===== src/rtl/tomasulo_pkg.sv =====
// Shared Tomasulo core definitions: widths, reserved tag and functional-unit indices.
package tomasulo_pkg;

    localparam int unsigned N_FU   = 3;
    localparam int unsigned TAG_W  = 3;
    localparam int unsigned DATA_W = 16;
    localparam int unsigned N_REG  = 8;
    localparam int unsigned REG_W  = 3;
    localparam int unsigned PTR_W  = 2;

    typedef logic [TAG_W-1:0]  tag_t;
    typedef logic [DATA_W-1:0] data_t;
    typedef logic [REG_W-1:0]  reg_idx_t;
    typedef logic [PTR_W-1:0]  fu_idx_t;

    // Tag 0 means "value is in the register file, no pending producer".
    localparam tag_t TAG_NONE = '0;

    localparam int unsigned FU_ADD  = 0;
    localparam int unsigned FU_MUL  = 1;
    localparam int unsigned FU_LOAD = 2;

    function automatic fu_idx_t ptr_next(input fu_idx_t g);
        return (g == fu_idx_t'(N_FU - 1)) ? '0 : g + fu_idx_t'(1);
    endfunction

endpackage


===== src/rtl/cdb_writeback_if.sv =====
// Issue, functional-unit result and broadcast/writeback signals of the CDB stage.
interface cdb_writeback_if;
    import tomasulo_pkg::*;

    logic                    issue_valid;
    logic [REG_W-1:0]        issue_reg;
    logic [TAG_W-1:0]        issue_tag;
    logic [N_FU-1:0]         fu_valid;
    logic [N_FU*TAG_W-1:0]   fu_tag;
    logic [N_FU*DATA_W-1:0]  fu_data;
    logic [N_FU-1:0]         fu_ready;
    logic                    cdb_valid;
    logic [TAG_W-1:0]        cdb_tag;
    logic [DATA_W-1:0]       cdb_data;
    logic                    wb_en;
    logic [REG_W-1:0]        wb_reg;
    logic [DATA_W-1:0]       wb_data;
    logic [N_REG*TAG_W-1:0]  qi_flat;

    modport master (
        output issue_valid, issue_reg, issue_tag, fu_valid, fu_tag, fu_data,
        input  fu_ready, cdb_valid, cdb_tag, cdb_data, wb_en, wb_reg, wb_data, qi_flat
    );

    modport slave (
        input  issue_valid, issue_reg, issue_tag, fu_valid, fu_tag, fu_data,
        output fu_ready, cdb_valid, cdb_tag, cdb_data, wb_en, wb_reg, wb_data, qi_flat
    );

endinterface


===== src/rtl/rr_arbiter.sv =====
// Combinational round-robin arbiter: first request at or after the pointer wins.
module rr_arbiter #(
    parameter int unsigned N     = 3,
    parameter int unsigned IDX_W = (N > 1) ? $clog2(N) : 1
) (
    input  logic [N-1:0]     req_i,
    input  logic [IDX_W-1:0] ptr_i,
    output logic [N-1:0]     grant_o,
    output logic [IDX_W-1:0] grant_idx_o,
    output logic             any_o
);

    logic [2*N-1:0] rot;
    int unsigned    win;

    // Bit k of rot is request (ptr+k) mod N, so a forward scan implements the wrap.
    always_comb begin
        rot         = {req_i, req_i} >> ptr_i;
        grant_idx_o = '0;
        any_o       = 1'b0;
        win         = 0;
        for (int unsigned k = 0; k < N; k++) begin
            if (!any_o && rot[k]) begin
                any_o = 1'b1;
                win   = 32'(ptr_i) + k;
                if (win >= N) win = win - N;
            end
        end
        grant_idx_o = IDX_W'(win);
    end

    always_comb begin
        grant_o = '0;
        for (int unsigned j = 0; j < N; j++) begin
            if (any_o && (win == j)) grant_o[j] = 1'b1;
        end
    end

endmodule


===== src/rtl/cdb_writeback.sv =====
// Common-data-bus stage: arbitrates FU results, broadcasts one per cycle,
// keeps the register status (Qi) table and drives the register-bank write port.
module cdb_writeback
    import tomasulo_pkg::*;
(
    input logic           clock,
    input logic           reset_n,
    cdb_writeback_if.slave bus
);

    logic [N_FU-1:0] grant;
    fu_idx_t         grant_idx;
    logic            grant_any;

    fu_idx_t  ptr_q, ptr_d;
    tag_t     qi_q [N_REG];
    tag_t     qi_d [N_REG];
    logic     cdb_valid_q, cdb_valid_d;
    tag_t     cdb_tag_q, cdb_tag_d;
    data_t    cdb_data_q, cdb_data_d;
    logic     wb_en_q, wb_en_d;
    reg_idx_t wb_reg_q, wb_reg_d;
    data_t    wb_data_q, wb_data_d;

    tag_t     win_tag;
    data_t    win_data;
    logic     match;
    reg_idx_t match_reg;
    logic     wb_fire;

    rr_arbiter #(
        .N     (N_FU),
        .IDX_W (PTR_W)
    ) u_arb (
        .req_i       (bus.fu_valid),
        .ptr_i       (ptr_q),
        .grant_o     (grant),
        .grant_idx_o (grant_idx),
        .any_o       (grant_any)
    );

    assign bus.fu_ready = reset_n ? grant : '0;

    always_comb begin
        win_tag  = TAG_NONE;
        win_data = '0;
        for (int unsigned i = 0; i < N_FU; i++) begin
            if (grant[i]) begin
                win_tag  = bus.fu_tag[i*TAG_W +: TAG_W];
                win_data = bus.fu_data[i*DATA_W +: DATA_W];
            end
        end
    end

    // TAG_NONE never matches, otherwise every idle register would look like a producer.
    always_comb begin
        match     = 1'b0;
        match_reg = '0;
        for (int unsigned r = 0; r < N_REG; r++) begin
            if (grant_any && (win_tag != TAG_NONE) && (qi_q[r] == win_tag)) begin
                match     = 1'b1;
                match_reg = reg_idx_t'(r);
            end
        end
    end

    // A same-edge rename of the matched register means a younger producer owns it.
    assign wb_fire = match && !(bus.issue_valid && (bus.issue_reg == match_reg));

    always_comb begin
        for (int unsigned r = 0; r < N_REG; r++) qi_d[r] = qi_q[r];
        if (wb_fire)         qi_d[match_reg]     = TAG_NONE;
        if (bus.issue_valid) qi_d[bus.issue_reg] = bus.issue_tag;

        ptr_d       = grant_any ? ptr_next(grant_idx) : ptr_q;
        cdb_valid_d = grant_any;
        cdb_tag_d   = grant_any ? win_tag  : cdb_tag_q;
        cdb_data_d  = grant_any ? win_data : cdb_data_q;
        wb_en_d     = wb_fire;
        wb_reg_d    = wb_fire ? match_reg : wb_reg_q;
        wb_data_d   = wb_fire ? win_data  : wb_data_q;
    end

    always_ff @(posedge clock or negedge reset_n) begin
        if (!reset_n) begin
            for (int unsigned r = 0; r < N_REG; r++) qi_q[r] <= TAG_NONE;
            ptr_q       <= '0;
            cdb_valid_q <= 1'b0;
            cdb_tag_q   <= '0;
            cdb_data_q  <= '0;
            wb_en_q     <= 1'b0;
            wb_reg_q    <= '0;
            wb_data_q   <= '0;
        end else begin
            for (int unsigned r = 0; r < N_REG; r++) qi_q[r] <= qi_d[r];
            ptr_q       <= ptr_d;
            cdb_valid_q <= cdb_valid_d;
            cdb_tag_q   <= cdb_tag_d;
            cdb_data_q  <= cdb_data_d;
            wb_en_q     <= wb_en_d;
            wb_reg_q    <= wb_reg_d;
            wb_data_q   <= wb_data_d;
        end
    end

    always_comb begin
        bus.qi_flat = '0;
        for (int unsigned r = 0; r < N_REG; r++) bus.qi_flat[r*TAG_W +: TAG_W] = qi_q[r];
    end

    assign bus.cdb_valid = cdb_valid_q;
    assign bus.cdb_tag   = cdb_tag_q;
    assign bus.cdb_data  = cdb_data_q;
    assign bus.wb_en     = wb_en_q;
    assign bus.wb_reg    = wb_reg_q;
    assign bus.wb_data   = wb_data_q;

endmodule


===== src/flat_wrapper.sv =====
// flat-port wrapper written by rule: the top's interface ports become plain ports
module cdb_writeback_flat import tomasulo_pkg::*;
  (clock, reset_n, bus_issue_valid, bus_issue_reg, bus_issue_tag, bus_fu_valid, bus_fu_tag, bus_fu_data, bus_fu_ready, bus_cdb_valid, bus_cdb_tag, bus_cdb_data, bus_wb_en, bus_wb_reg, bus_wb_data, bus_qi_flat);
  cdb_writeback_if bus_i ();
  input logic clock;
  input logic reset_n;
  input wire logic [$bits(bus_i.issue_valid)-1:0] bus_issue_valid;
  input wire logic [$bits(bus_i.issue_reg)-1:0] bus_issue_reg;
  input wire logic [$bits(bus_i.issue_tag)-1:0] bus_issue_tag;
  input wire logic [$bits(bus_i.fu_valid)-1:0] bus_fu_valid;
  input wire logic [$bits(bus_i.fu_tag)-1:0] bus_fu_tag;
  input wire logic [$bits(bus_i.fu_data)-1:0] bus_fu_data;
  output wire logic [$bits(bus_i.fu_ready)-1:0] bus_fu_ready;
  output wire logic [$bits(bus_i.cdb_valid)-1:0] bus_cdb_valid;
  output wire logic [$bits(bus_i.cdb_tag)-1:0] bus_cdb_tag;
  output wire logic [$bits(bus_i.cdb_data)-1:0] bus_cdb_data;
  output wire logic [$bits(bus_i.wb_en)-1:0] bus_wb_en;
  output wire logic [$bits(bus_i.wb_reg)-1:0] bus_wb_reg;
  output wire logic [$bits(bus_i.wb_data)-1:0] bus_wb_data;
  output wire logic [$bits(bus_i.qi_flat)-1:0] bus_qi_flat;
  assign bus_i.issue_valid = bus_issue_valid;
  assign bus_i.issue_reg = bus_issue_reg;
  assign bus_i.issue_tag = bus_issue_tag;
  assign bus_i.fu_valid = bus_fu_valid;
  assign bus_i.fu_tag = bus_fu_tag;
  assign bus_i.fu_data = bus_fu_data;
  assign bus_fu_ready = bus_i.fu_ready;
  assign bus_cdb_valid = bus_i.cdb_valid;
  assign bus_cdb_tag = bus_i.cdb_tag;
  assign bus_cdb_data = bus_i.cdb_data;
  assign bus_wb_en = bus_i.wb_en;
  assign bus_wb_reg = bus_i.wb_reg;
  assign bus_wb_data = bus_i.wb_data;
  assign bus_qi_flat = bus_i.qi_flat;
  cdb_writeback u_core (.clock(clock), .reset_n(reset_n), .bus(bus_i));
endmodule

===== config.mk =====
export PLATFORM = sky130hd
export DESIGN_NAME = cdb_writeback_flat
export DESIGN_NICKNAME = d
export VERILOG_FILES = /design/src/rtl/tomasulo_pkg.sv /design/src/rtl/cdb_writeback_if.sv /design/src/rtl/rr_arbiter.sv /design/src/rtl/cdb_writeback.sv /design/src/flat_wrapper.sv
export SDC_FILE = /design/constraint.sdc
export NUM_CORES = 1
export LEC_CHECK = 0
export ABC_AREA = 0
export CELL_PAD_IN_SITES_DETAIL_PLACEMENT = 1
export CELL_PAD_IN_SITES_GLOBAL_PLACEMENT = 1
export CORE_ASPECT_RATIO = 0.6
export CORE_MARGIN = 4
export CORE_UTILIZATION = 40
export DETAILED_ROUTE_END_ITERATION = 10
export PLACE_DENSITY = 0.9
export SLEW_MARGIN = 10
export SYNTH_ARGS = -nofsm -noshare
export SYNTH_HDL_FRONTEND = slang
export SYNTH_HIERARCHICAL = 1
export SYNTH_SLANG_ARGS = --single-unit

===== constraint.sdc =====
create_clock -name clock -period 8 [get_ports clock]
set_input_delay 2 -clock clock [delete_from_list [all_inputs] [get_ports clock]]
set_output_delay 2 -clock clock [all_outputs]
set_load 0.01 [all_outputs]

Word-level counts from Yosys, hierarchy flattened --
Cells that the tools add are included.
Word-level totals: register bits 66, input port bits 69, word-level logic and storage cells 110
Operators by class: $add $sub $neg 6, $lt $le $gt $ge 7, equal/unequal tests 12, shifts and indexed selects 1, multiplexer cells 42, bitwise operators 4, reductions and logical operators 23
Operators by type and width (count):
- two-way mux 32 bit | 6
- two-way mux 16 bit | 3
- two-way mux 24 bit | 2
- == test 32 x 1 -> 1 bit, second input constant | 1
- == test 32 x 2 -> 1 bit, second input constant | 1
- logical NOT 32 bit | 1
- two-way mux 3 bit | 10
- == test 3 bit | 9
- AND 24 bit | 1
- bitwise mux 24 bit | 1
- inverter 24 bit | 1
- demux 3 bit (select 3 bit) | 2
- logical AND 1 bit | 18
- two-way mux 1 bit | 15
- >= comparator 4 bit, second input constant | 2
- less-than comparator 4 x 1 -> 1 bit, second input constant | 2
- inverter 3 -> 4 bit | 2
- subtractor 3 x 2 -> 4 bit, second input constant | 2
- >= comparator 3 x 2 -> 1 bit, second input constant | 2
- two-way mux 2 bit | 3
- >> shifter 6 x 2 -> 3 bit | 1
- adder 2 x 1 -> 3 bit, second input constant | 1
- adder 2 x 2 -> 3 bit, second input constant | 1
- logical NOT 1 bit | 3
- 5 further kinds | 5

Depth between registers and ports, before layout --
Gate-level depths: netlist of run 1.
word-level depth 34, depth in mapped cells 19, mapped depth without buffers 15

Modules after synthesis --
Netlist of run 1, hierarchy kept.
By module, submodules not included:
- cdb_writeback | instances 1, cells an instance 467, area each 4518.1 sq um, sequential area each 1651.6 sq um
- rr_arbiter | instances 1, cells an instance 43, area each 364.1 sq um, sequential area each 0.0 sq um

Worst setup path before layout of run 1 --
OpenSTA, ideal clock, no wires.
path type input -> output, start in bus_fu_valid[1], end out bus_fu_ready[2], data arrival time 4.401 ns, required time 6.000 ns, slack 1.599 ns, stages 10, path through buf_6 -> nor2b_4 -> a221o_1 -> and2_0 -> a221o_1 -> a2111oi_4 -> buf_2 -> clkbuf_1 -> clkbuf_1 -> and2_1
Between the ends: longest elaborated chain between the ends 12, elaborated cells on any way between the ends 15
Ends and longest elaborated chain:
- start, declared | line flat_wrapper.sv:10 | input wire logic [$bits(bus_i.fu_valid)-1:0] bus_fu_valid;
- >> shifter 6 x 2 -> 3 bit * | line rr_arbiter.sv:18 | rot = {req_i, req_i} >> ptr_i;
- two-way mux 1 bit | line rr_arbiter.sv:23 | if (!any_o && rot[k]) begin
- logical NOT 1 bit | line rr_arbiter.sv:23
- logical AND 1 bit | line rr_arbiter.sv:23
- two-way mux 1 bit | line rr_arbiter.sv:23
- logical NOT 1 bit | line rr_arbiter.sv:23
- logical AND 1 bit | line rr_arbiter.sv:23
- two-way mux 32 bit * | line rr_arbiter.sv:23
- net u_core.grant_idx[0] | line cdb_writeback.sv:12 | fu_idx_t grant_idx;
- == test 32 x 2 -> 1 bit * | line rr_arbiter.sv:35 | if (any_o && (win == j)) grant_o[j] = 1'b1;
- logical AND 1 bit * | line rr_arbiter.sv:35
- two-way mux 1 bit * | line rr_arbiter.sv:35
- net u_core.grant[2] | line cdb_writeback.sv:11 | logic [N_FU-1:0] grant;
- two-way mux 3 bit * | line cdb_writeback.sv:42 | assign bus.fu_ready = reset_n ? grant : '0;
- end, declared | line flat_wrapper.sv:13 | output wire logic [$bits(bus_i.fu_ready)-1:0] bus_fu_ready;
The timed path passes the listed nets; every way through them passes the cells marked *.

Final worst setup path of run 1 --
start in bus_fu_valid[2], end out bus_fu_ready[1]
Between the ends: longest elaborated chain between the ends 12, elaborated cells on any way between the ends 15
Ends and longest elaborated chain (line):
- >> shifter 6 x 2 -> 3 bit * | rr_arbiter.sv:18
- two-way mux 1 bit | rr_arbiter.sv:23
- logical NOT 1 bit | rr_arbiter.sv:23
- logical AND 1 bit | rr_arbiter.sv:23
- two-way mux 1 bit | rr_arbiter.sv:23
- logical NOT 1 bit | rr_arbiter.sv:23
- logical AND 1 bit | rr_arbiter.sv:23
- two-way mux 32 bit * | rr_arbiter.sv:23
- net u_core.grant_idx[0] | cdb_writeback.sv:12
- == test 32 x 1 -> 1 bit * | rr_arbiter.sv:35
- logical AND 1 bit * | rr_arbiter.sv:35
- two-way mux 1 bit * | rr_arbiter.sv:35
- net u_core.grant[1] | cdb_writeback.sv:11
- two-way mux 3 bit * | cdb_writeback.sv:42
Marks and branches as above.

==> impl_results.md, run 1 <==
* Worst R2R End: u_core/bus.wb_data[9]$_DFFE_PN0N_
* Synth warn at 6
* WP data required at approximately 6.0 ns
* Area added between synthesis and finish at 35.5%
* FF-to-FF path depth at 15
* Synth Cell Area at ~5000 µm²
* Setup_tns at 0 ns
* Clock Tree Buf Depth at 2
* Startpoint types: input port
* Max FFs per register at 24
* Max cap viols at 0
* Final worst-path cycle share at between 90% and 100%
* Buffer type at the clock tree root: clkbuf_16
* Inserted Diodes at 0
* Clock sinks at 66
* Hold Crit Depth at 1
* GRT Overall Usage at 28.9%
* Endpoint type of the worst setup path: primary output
* Most used DFF post-synth: dfrtp_1
* Largest net degree at the start of global routing at 48
* Hold Path Class: flop to flop
* Gr ovfl total at 0
* Slew Viols, Final at 0
* Fin crit period at around 7.5 ns
* Vias at 4967
* Net count, final at 700
* Initial antenna violation count at 0
* Worst Tran Pin Value at 0.991 ns
* Area share of the largest cell type after synthesis at between 30% and 40%
* Max frequency at between 0.1 and 0.15 GHz
* I/O Pins at roughly 140
* Htree depth at 3
* CP Class: input port to primary output
* Share of the yosys chip area belonging to registers at 33.8%
* Clk slew on worst S/H paths at 0.07 ns
* Layout cells sized above 1 at a little over an eighth
* Synth area leader: dfrtp_1
* EDFF count, synth at 0
* Row cnt at 30
* Worst r2r src: u_core/ptr_q[0]$_DFFE_PN0P_
* Hold buffers post-CTS at 0
* Die width at 151 µm
* WP data arrival at around 5.5 ns
* Starting Density at a little over two fifths
* Outcome: complete, no violations
* Post-synth ARST share at 100%
* Critical path peak fanout at 12
* Routed len/inst at between 20 and 30 µm
* Number of port buffers at 135
* Initial DRC count at approximately 500
* Core outline area at approximately 12000 µm²
* Setup repair bufs after CTS at 0
* First-pass GRT wire length at between 30 and 40 mm
* Vias in the first global route at ~5200
* Pre-Repair DR Iteration Count at 5
* Worst Hold Endpoint: u_core/bus.cdb_data[13]$_DFFE_PN0P_
* CTS resizes at 0
* Synth top area cells: dfrtp_1 (34%), mux2i_1 (5.7%), mux2_4 (5.2%)
* FILL cells at approximately 1300
* Met3 wire length at between 1.5 and 2 mm
* Flop2flop setup slack at ~2.2 ns
* Syn_nets at between 500 and 600
* Seq cells post-synth at between 60 and 70
* Relative slew slack at ~32%
* Final Hold Vio Count at 0
* DR top layer: met4
* Routed wire length at 20.5 mm
* Post-synthesis cell count at about 500
* Full die area at 14100 µm²
* Synth Area per Inst at approximately 9.6 µm²
* Unrepaired setup endpoints after global routing: no
* Final setup fails at 0
* Clk_skew at 0.0118 ns
* DRT antenna net count at 0
* Hold path start: u_core/bus.cdb_data[13]$_DFFE_PN0P_
* Dpl hpwl at 14.1 mm
* # DRC at 0
* GPL Wtd Cong at 0.951
* Post-synthesis cell type count at 67
* Met2 WL at approximately 9.4 mm
* CTS tree: yes
* Metal-1 WL at 8.67 mm
* Chip height at 93.6 µm
* Via density at between 6 and 7
* Total CTS buffers at 9
* Clock Latency Late Sink at 0.34 ns
==> layout make-up <==
cell class / instances / area [µm²] / area share (%)
well taps: 160 / 200 / 3.03
flip-flops and latches: 66 / 1650 / 25.0
clock buffers: 12 / 246 / 3.73
repair buffers: 145 / 1420 / 21.5
multi-input cells: 389 / 2970 / 44.9
clock inverters: 4 / 73.8 / 1.12
inverters: 14 / 52.6 / 0.794
==> worst max path at each step <==
stage	startpoint	to	slack, ns
5_1_grt	bus_fu_valid[1]	bus_fu_ready[1]	0.34
6_report	bus_fu_valid[2]	bus_fu_ready[1]	0.52
2_1_floorplan	bus_fu_valid[1]	bus_fu_ready[2]	1.60
3_5_place_dp	bus_fu_valid[2]	u_core/bus.wb_data[0]$_DFFE_PN0N_	0.63
3_3_place_gp	bus_fu_valid[1]	u_core/bus.wb_data[12]$_DFFE_PN0N_	0.77
4_1_cts	bus_fu_valid[2]	bus_fu_ready[1]	0.57
==> Yosys cell counts (4+ instances only) <==
cell	n
a2111oi_0	4
a21o_1	4
a21oi_1	26
a221o_1	7
a22oi_1	16
a31oi_1	8
and2_1	7
buf_2	8
buf_6	5
clkbuf_1	22
dfrtp_1	66
ha_1	6
inv_1	12
mux2_2	20
mux2_4	17
mux2i_1	28
nand2_1	32
nand2b_1	7
nand3_1	10
nand3b_1	9
nor2_1	24
nor2b_1	22
nor3_1	15
nor3b_1	4
nor4_1	4
nor4bb_1	5
o2111ai_1	6
o21ai_0	28
o221ai_1	6
o22ai_1	5
or4_1	5
xnor2_1	7
xor2_1	16
==> per-stage QoR <==
step | setup WS [ns] | util, % | instances | instance area [µm²] | hold slack (ns)
3_3_place_gp | 0.767 | 54.3 | 774 | 6300 | 0.490
4_1_cts | 0.574 | 57.0 | 790 | 6620 | 0.511
2_1_floorplan | 1.60 | - | 510 | 4880 | 0.551
5_1_grt | 0.339 | 57.0 | 790 | 6620 | 0.524
3_5_place_dp | 0.626 | 54.3 | 774 | 6300 | 0.496
6_report | 0.525 | 57.0 | 790 | 6620 | 0.509
==> metal layers <==
layer	vias up	global-route usage, %
met1	2475	39.1
li1	2121	-
met3	57	8.04
met2	314	44.5
met4	0	9.95
met5	-	0
==> cell families after synthesis <==
group / synth area share (%)
AOI/OAI and AO/OA: 21.3
xor gates and xnor gates: 4.13
adders and majority gates: 1.54
buffers and inverters: 5.43
DFF: 33.8
muxes: 15.6
and+or+nand+nor: 18.1
==> cell usage in the layout, fill, tap and decap left out, drive strengths merged, types with 6 or more instances in the layout <==
cell type and n:
clkdlybuf4s50 134, buf 11, ha 6, inv 15, xnor2 7, nor2 25, a21oi 28, a22oi 16
nand3 10, nor3 15, xor2 16, mux2i 28, o221ai 6, clkbuf 12, nand2 32, and2 8
mux2 37, nor2b 23, o21ai 30, a2111oi 6, a221o 7, a31oi 8, nand2b 7, o2111ai 6
dfrtp 66, nand3b 10
==> worst max-delay path, stage by stage <==
cell and delay (ns):
clkdlybuf4s50_1 0.59, nor2b_4 0.21, a22oi_1 0.10, o31ai_2 0.47, a221o_1 0.38, nor3b_2 0.68, buf_4 0.31, and2_1 0.16
clkdlybuf4s50_1 0.57
Power of run 1 is not shown: default switching activity piles up to over one toggle a cycle in this logic, so the estimate is an artifact.
==> run 2, diff against run 1 <==
--- a/config.mk
+++ b/config.mk
@@ -10,9 +10,10 @@
 export CELL_PAD_IN_SITES_GLOBAL_PLACEMENT = 1
 export CORE_ASPECT_RATIO = 0.6
 export CORE_MARGIN = 4
-export CORE_UTILIZATION = 40
+export CORE_UTILIZATION = 37
 export DETAILED_ROUTE_END_ITERATION = 10
-export PLACE_DENSITY = 0.9
+export PLACE_DENSITY = 0.85
+export RECOVER_POWER = 25
 export SLEW_MARGIN = 10
 export SYNTH_ARGS = -nofsm -noshare
 export SYNTH_HDL_FRONTEND = slang
==> constraint.sdc (replaced) <==
create_clock -name clock -period 7.09 [get_ports clock]
set_input_delay 1.7725 -clock clock [delete_from_list [all_inputs] [get_ports clock]]
set_output_delay 1.7725 -clock clock [all_outputs]
set_load 0.01 [all_outputs]
==> impl_results.md, run 2 (synthesized netlist as in run 1, its figures left out) <==
* Outcome: complete, but fails checks
* Failing checks: max-capacitance violations, max-slew violations
* Row cnt at 32 (+6.7%)
* FF-to-FF path depth at 16 (+1)
* Worst Hold Endpoint: u_core/bus.cdb_data[7]$_DFFE_PN0P_
* Setup_tns at 0 ns (unchanged)
* Fin crit period at a little under 7 ns
* Hold path start: u_core/bus.cdb_data[7]$_DFFE_PN0P_
* Hold Crit Depth at 1 (unchanged)
* Final worst-path cycle share at between 90% and 100%
* Routed wire length at 18.4 mm (-10%)
* Via density at 5.80 (-7.7%)
* Htree depth at 3 (unchanged)
* Max frequency at around 0.15 GHz
* Starting Density at 37.9% (-4.2 points)
* Most common cell after layout, fill and taps aside: clkdlybuf4s50_1
* Max FFs per register at 24 (unchanged)
* Buffer type at the clock tree root: clkbuf_16
* Slew Viols, Final at 46 (+46)
* Core outline area at 12900 µm² (+11%)
* Critical path peak fanout at 17 (+5)
* Gr ovfl total at 0 (unchanged)
* Total CTS buffers at 9 (unchanged)
* Worst R2R End: u_core/bus.wb_data[10]$_DFFE_PN0N_
* CP bufs+invs at 4 (+1)
* Relative slew slack at -59.4% (-92 points)
* Initial antenna violation count at 0 (unchanged)
* Full die area at 15200 µm² (+7.5%)
* Net count, final at 702 (+0.29%)
* First-pass GRT wire length at 28.9 mm (-7.4%)
* Vias in the first global route at 4992 (-4.7%)
* Area added between synthesis and finish at 36.0%
* Commonest non-fill, non-tap cells in the layout: clkdlybuf4s50_1 (134), dfrtp_1 (66), nand2_1 (32), mux2i_1 (28), o21ai_0 (28)
* Final Hold Vio Count at 0 (unchanged)
* Startpoint types: input port
* Hold Path Class: flop to flop
* CP Cell Sequence: clkdlybuf4s50_1 > inv_1 > o311ai_1 > and2_0 > a221o_1 > nor3b_2 > buf_4 > and2_1 > clkdlybuf4s50_1
* Dpl hpwl at 13.7 mm (-3.3%)
* Routed len/inst at 23.0 µm (-12%)
* Vias at 4653 (-6.3%)
* Die width at 156 µm (+3.8%)
* Flop2flop setup slack at 1.91 ns (-0.29 ns)
* Pre-Repair DR Iteration Count at 4 (-1)
* Layout cells sized above 1 at 13.4% (+0.43 points)
* WP data required at 5.32 ns (-0.68 ns)
* Hold buffers post-CTS at 0 (unchanged)
* Number of port buffers at 135 (unchanged)
* Clock Tree Buf Depth at 2 (unchanged)
* Clock Latency Late Sink at 0.33 ns (about the same)
* GPL Wtd Cong at 0.902 (-5.2%)
* Worst r2r src: u_core/ptr_q[0]$_DFFE_PN0P_
* WP data arrival at 5.01 ns (-0.47 ns)
* Most common cell on crit path: clkdlybuf4s50_1
* Clk_skew at 0.00884 ns (-0.00301 ns)
* Clock sinks at 66 (unchanged)
* DRT antenna net count at 0 (unchanged)
* CTS resizes at 0 (unchanged)
* # DRC at 0 (unchanged)
* Setup repair bufs after CTS at 0 (unchanged)
* Initial DRC count at 245 (-50%)
* Clk slew on worst S/H paths at 0.06 ns (about the same)
* CP top delay family: buffers and inverters
* GRT Overall Usage at 24.1% (-4.8 points)
* Unrepaired setup endpoints after global routing: no
* Max cap viols at 1 (+1)
* Worst path slowest cell: clkdlybuf4s50_1
* CP max stage delay at 0.67 ns (about the same)
* Worst Tran Pin Value at 2.39 ns (+1.40 ns)
* Final setup fails at 0 (unchanged)
* Largest net degree at the start of global routing at 46 (-4.2%)
* Inserted Diodes at 0 (unchanged)
* Chip height at 97.0 µm (+3.6%)
* Crit. path cell count at 9 (unchanged)
* CP Class: input port to primary output
* I/O Pins at 136 (unchanged)
* CTS tree: yes
* Endpoint type of the worst setup path: primary output
[run 2: changes by cell type in the layout (fill, tap and decap cells not counted)]
cell,previous run,this run
buf_12,0,1
buf_2,1,0
bufinv_16,2,1
clkinv_2,1,2
clkinv_4,0,1
clkinvlp_4,0,1
nor2b_1,22,21
nor2b_2,0,1
[run 2: worst max-delay path by stage]
stage / slack [ns] / from / endpoint
after detailed placement: 0.01 / bus_fu_valid[1] / u_core/bus.qi_flat[12]$_DFF_PN0_
after global placement: 0.34 / bus_fu_valid[1] / u_core/bus.wb_data[7]$_DFFE_PN0N_
after global routing: 0.15 / bus_fu_valid[0] / bus_fu_ready[1]
final: 0.31 / bus_fu_valid[0] / bus_fu_ready[1]
after floorplan: 1.14 / bus_fu_valid[1] / bus_fu_ready[2]
after CTS: 0.27 / bus_fu_valid[1] / u_core/bus.wb_data[10]$_DFFE_PN0N_
[run 2: final cells by class]
type | count | area, µm²
clock buffers | 10 | 239
multi-input cells | 389 | 2970
inverters | 14 | 52.6
flip-flops and latches | 66 | 1650
fillers | 1465 | 6250
clock inverters | 6 | 65.1
repair buffers | 147 | 1440
well taps | 170 | 213
[run 2: per-layer routing]
layer | vias to the layer above | track usage (%) | wire length [µm]
li1 | 2120 | - | -
met1 | 2375 | 35.4 | 8970
met2 | 136 | 37.0 | 8420
met3 | 22 | 4.74 | 808
met4 | 0 | 5.07 | 226
met5 | - | 0 | 0
[run 2: metrics by stage]
step / instances / setup WS [ns] / area [µm²] / util (%) / hold WS [ns]
2_1_floorplan: 510 / 1.14 / 4880 / - / 0.551
3_3_place_gp: 786 / 0.342 / 6340 / 49.1 / 0.492
3_5_place_dp: 786 / 0.0119 / 6340 / 49.1 / 0.499
4_1_cts: 802 / 0.272 / 6640 / 51.5 / 0.514
5_1_grt: 802 / 0.154 / 6640 / 51.5 / 0.529
6_report: 802 / 0.306 / 6640 / 51.5 / 0.511
[run 2: worst register-to-register path, delay by kind of cell, from the launching register on]
kind / cells / cell delay [ns]
AOI/OAI and AO/OA: 6 / 1.76
and+or+nand+nor: 3 / 1.01
DFF: 1 / 0.71
buffers and inverters: 4 / 0.69
adders and majority gates: 1 / 0.40
muxes: 1 / 0.35
xor gates and xnor gates: 1 / 0.15
Power of run 2 is left out for the same reason.
==> run 3, diff against run 2 <==
--- a/config.mk
+++ b/config.mk
@@ -9,7 +9,6 @@
 export CELL_PAD_IN_SITES_DETAIL_PLACEMENT = 1
 export CELL_PAD_IN_SITES_GLOBAL_PLACEMENT = 1
 export CORE_ASPECT_RATIO = 0.6
-export CORE_MARGIN = 4
 export CORE_UTILIZATION = 37
 export DETAILED_ROUTE_END_ITERATION = 10
 export PLACE_DENSITY = 0.85
==> impl_results.md, run 3 (synthesized netlist as in run 1, its figures left out) <==
* Number of port buffers at 135 (unchanged)
* Startpoint types: input port
* Htree depth at 3 (unchanged)
* CTS tree: yes
* Critical path peak fanout at 20 (+3)
* First-pass GRT wire length at 29.5 mm (+2.1%)
* Via density at 5.96 (+2.7%)
* Hold path start: u_core/bus.cdb_data[13]$_DFFE_PN0P_
* Setup repair bufs after CTS at 0 (unchanged)
* CTS resizes at 0 (unchanged)
* Inserted Diodes at 0 (unchanged)
* FILL cells at 1428 (-2.5%)
* WP data arrival at 6.97 ns (+1.96 ns)
* Endpoint type of the worst setup path: flop
* Final Hold Vio Count at 0 (unchanged)
* Die width at 150 µm (-3.8%)
* Worst path slowest cell: clkdlybuf4s50_1
* Largest net degree at the start of global routing at 48 (+4.3%)
* Clock sinks at 66 (unchanged)
* Routed len/inst at 23.5 µm (+2.5%)
* Row cnt at 32 (unchanged)
* Total CTS buffers at 9 (unchanged)
* Flop2flop setup slack at 1.67 ns (-0.24 ns)
* Hold Crit Depth at 1 (unchanged)
* Relative slew slack at -69.7% (-10 points)
* Final worst-path cycle share at 95.3% (-0.42 points)
* Clk_skew at 0.00692 ns (-0.00192 ns)
* Area added between synthesis and finish at 35.5%
* # DRC at 0 (unchanged)
* WP data required at 7.31 ns (+1.99 ns)
* Worst r2r src: u_core/ptr_q[0]$_DFFE_PN0P_
* CP Cell Sequence: clkdlybuf4s50_1 > nor2_1 > a32oi_1 > o31ai_2 > a221o_1 > a2111oi_4 > buf_4 > a21oi_1 > a2bb2oi_1 > o31a_2 > nand2_1 > a2111oi_0 > a311oi_2 > o21ai_4 > a21oi_4 > buf_12 > mux2_4
* Starting Density at 38.0% (+0.12 points)
* GRT Overall Usage at 28.4% (+4.3 points)
* Hold buffers post-CTS at 0 (unchanged)
* Fin crit period at 6.75 ns (-0.0297 ns)
* Outcome: complete, but fails checks
* Clock Tree Buf Depth at 2 (unchanged)
* Max FFs per register at 24 (unchanged)
* Worst Tran Pin Value at 2.54 ns (+0.154 ns)
* Setup_tns at 0 ns (unchanged)
* Unrepaired setup endpoints after global routing: no
* CP max stage delay at 0.68 ns (about the same)
* Slew Viols, Final at 48 (+4.3%)
* Core outline area at 12900 µm² (-0.31%)
* Vias at 4765 (+2.4%)
* Hold Path Class: flop to flop
* Buffer type at the clock tree root: clkbuf_16
* Final setup fails at 0 (unchanged)
* Net count, final at 700 (-0.28%)
* Routed wire length at 18.8 mm (+2.2%)
* Gr ovfl total at 0 (unchanged)
* Most common cell after layout, fill and taps aside: clkdlybuf4s50_1
* Place WS at 0.220 ns (+0.208 ns)
* Pre-Repair DR Iteration Count at 5 (+1)
* Max cap viols at 1 (unchanged)
* Worst Hold Endpoint: u_core/bus.cdb_data[13]$_DFFE_PN0P_
* Failing checks: max-capacitance violations, max-slew violations
* Commonest non-fill, non-tap cells in the layout: clkdlybuf4s50_1 (134), dfrtp_1 (66), nand2_1 (32), mux2i_1 (28), o21ai_0 (28)
* DRT antenna net count at 0 (unchanged)
* FF-to-FF path depth at 16 (unchanged)
* Layout cells sized above 1 at 13.0% (-0.43 points)
* CP Class: input port to flop
* Full die area at 13700 µm² (-9.8%)
* Initial DRC count at 363 (+48%)
* Initial antenna violation count at 0 (unchanged)
* Clock Latency Late Sink at 0.33 ns (about the same)
* Dpl hpwl at 13.6 mm (about the same)
* Max frequency at 0.148 GHz (+0.44%)
* Clk slew on worst S/H paths at 0.06 ns (about the same)
* Worst R2R End: u_core/bus.wb_data[7]$_DFFE_PN0N_
* Min setup slack post-route at 0.336 ns (+0.0297 ns)
* Chip height at 91.0 µm (-6.2%)
* I/O Pins at 136 (unchanged)
* Vias in the first global route at 5032 (+0.80%)
* GPL Wtd Cong at 0.931 (+3.2%)
run 3: changes by cell type in the layout (fill, tap and decap cells not counted):
cell / delta
inv_6: +1
buf_4: -2
clkbuf_8: -1
clkinvlp_4: +1
nor2b_1: +1
nor2b_2: -1
clkinv_2: -1
run 3: per-stage QoR:
stage | hold slack (ns) | cells | utilization (%) | area, µm²
5_1_grt | 0.526 | 800 | 51.5 | 6620
3_3_place_gp | 0.490 | 784 | 49.2 | 6320
4_1_cts | 0.511 | 800 | 51.5 | 6620
2_1_floorplan | 0.551 | 510 | - | 4880
6_report | 0.508 | 800 | 51.5 | 6620
3_5_place_dp | 0.498 | 784 | 49.2 | 6320
run 3: worst max path at each step:
stage	from	cells past startpoint	slack, ns	endpoint
detailed placement	bus_fu_valid[1]	17	0.22	u_core/bus.wb_reg[1]$_DFFE_PN0N_
finish	bus_fu_valid[1]	17	0.34	u_core/bus.wb_data[7]$_DFFE_PN0N_
global route	bus_fu_valid[1]	16	0.19	u_core/bus.wb_data[5]$_DFFE_PN0N_
global placement	bus_fu_valid[1]	17	0.50	u_core/bus.wb_data[9]$_DFFE_PN0N_
CTS	bus_fu_valid[1]	8	0.41	bus_fu_ready[2]
floorplan	bus_fu_valid[1]	10	1.14	bus_fu_ready[2]
run 3: critical path, delay by kind of cell:
family,cells,cell delay [ns]
compound gates,11,3.50
buf+inv,3,1.14
mux,1,0.31
simple gates,2,0.22
run 3: final cells by class:
class	instances	area [µm²]	area share, %
clock buffers	9	225	3.40
clock inverters	7	76.3	1.15
inverters	14	52.6	0.794
multi-input cells	389	2970	44.9
flip-flops and latches	66	1650	25.0
well taps	170	213	3.21
repair buffers	145	1430	21.6
run 3: routing by layer:
metal | GRT usage [%] | vias up | share of wire (%)
li1 | - | 2122 | -
met1 | 41.4 | 2423 | 47
met2 | 42.0 | 197 | 45
met3 | 7.24 | 23 | 7.3
met4 | 6.14 | 0 | 0.98
met5 | 0 | - | 0
Power of run 3 is left out for the same reason.
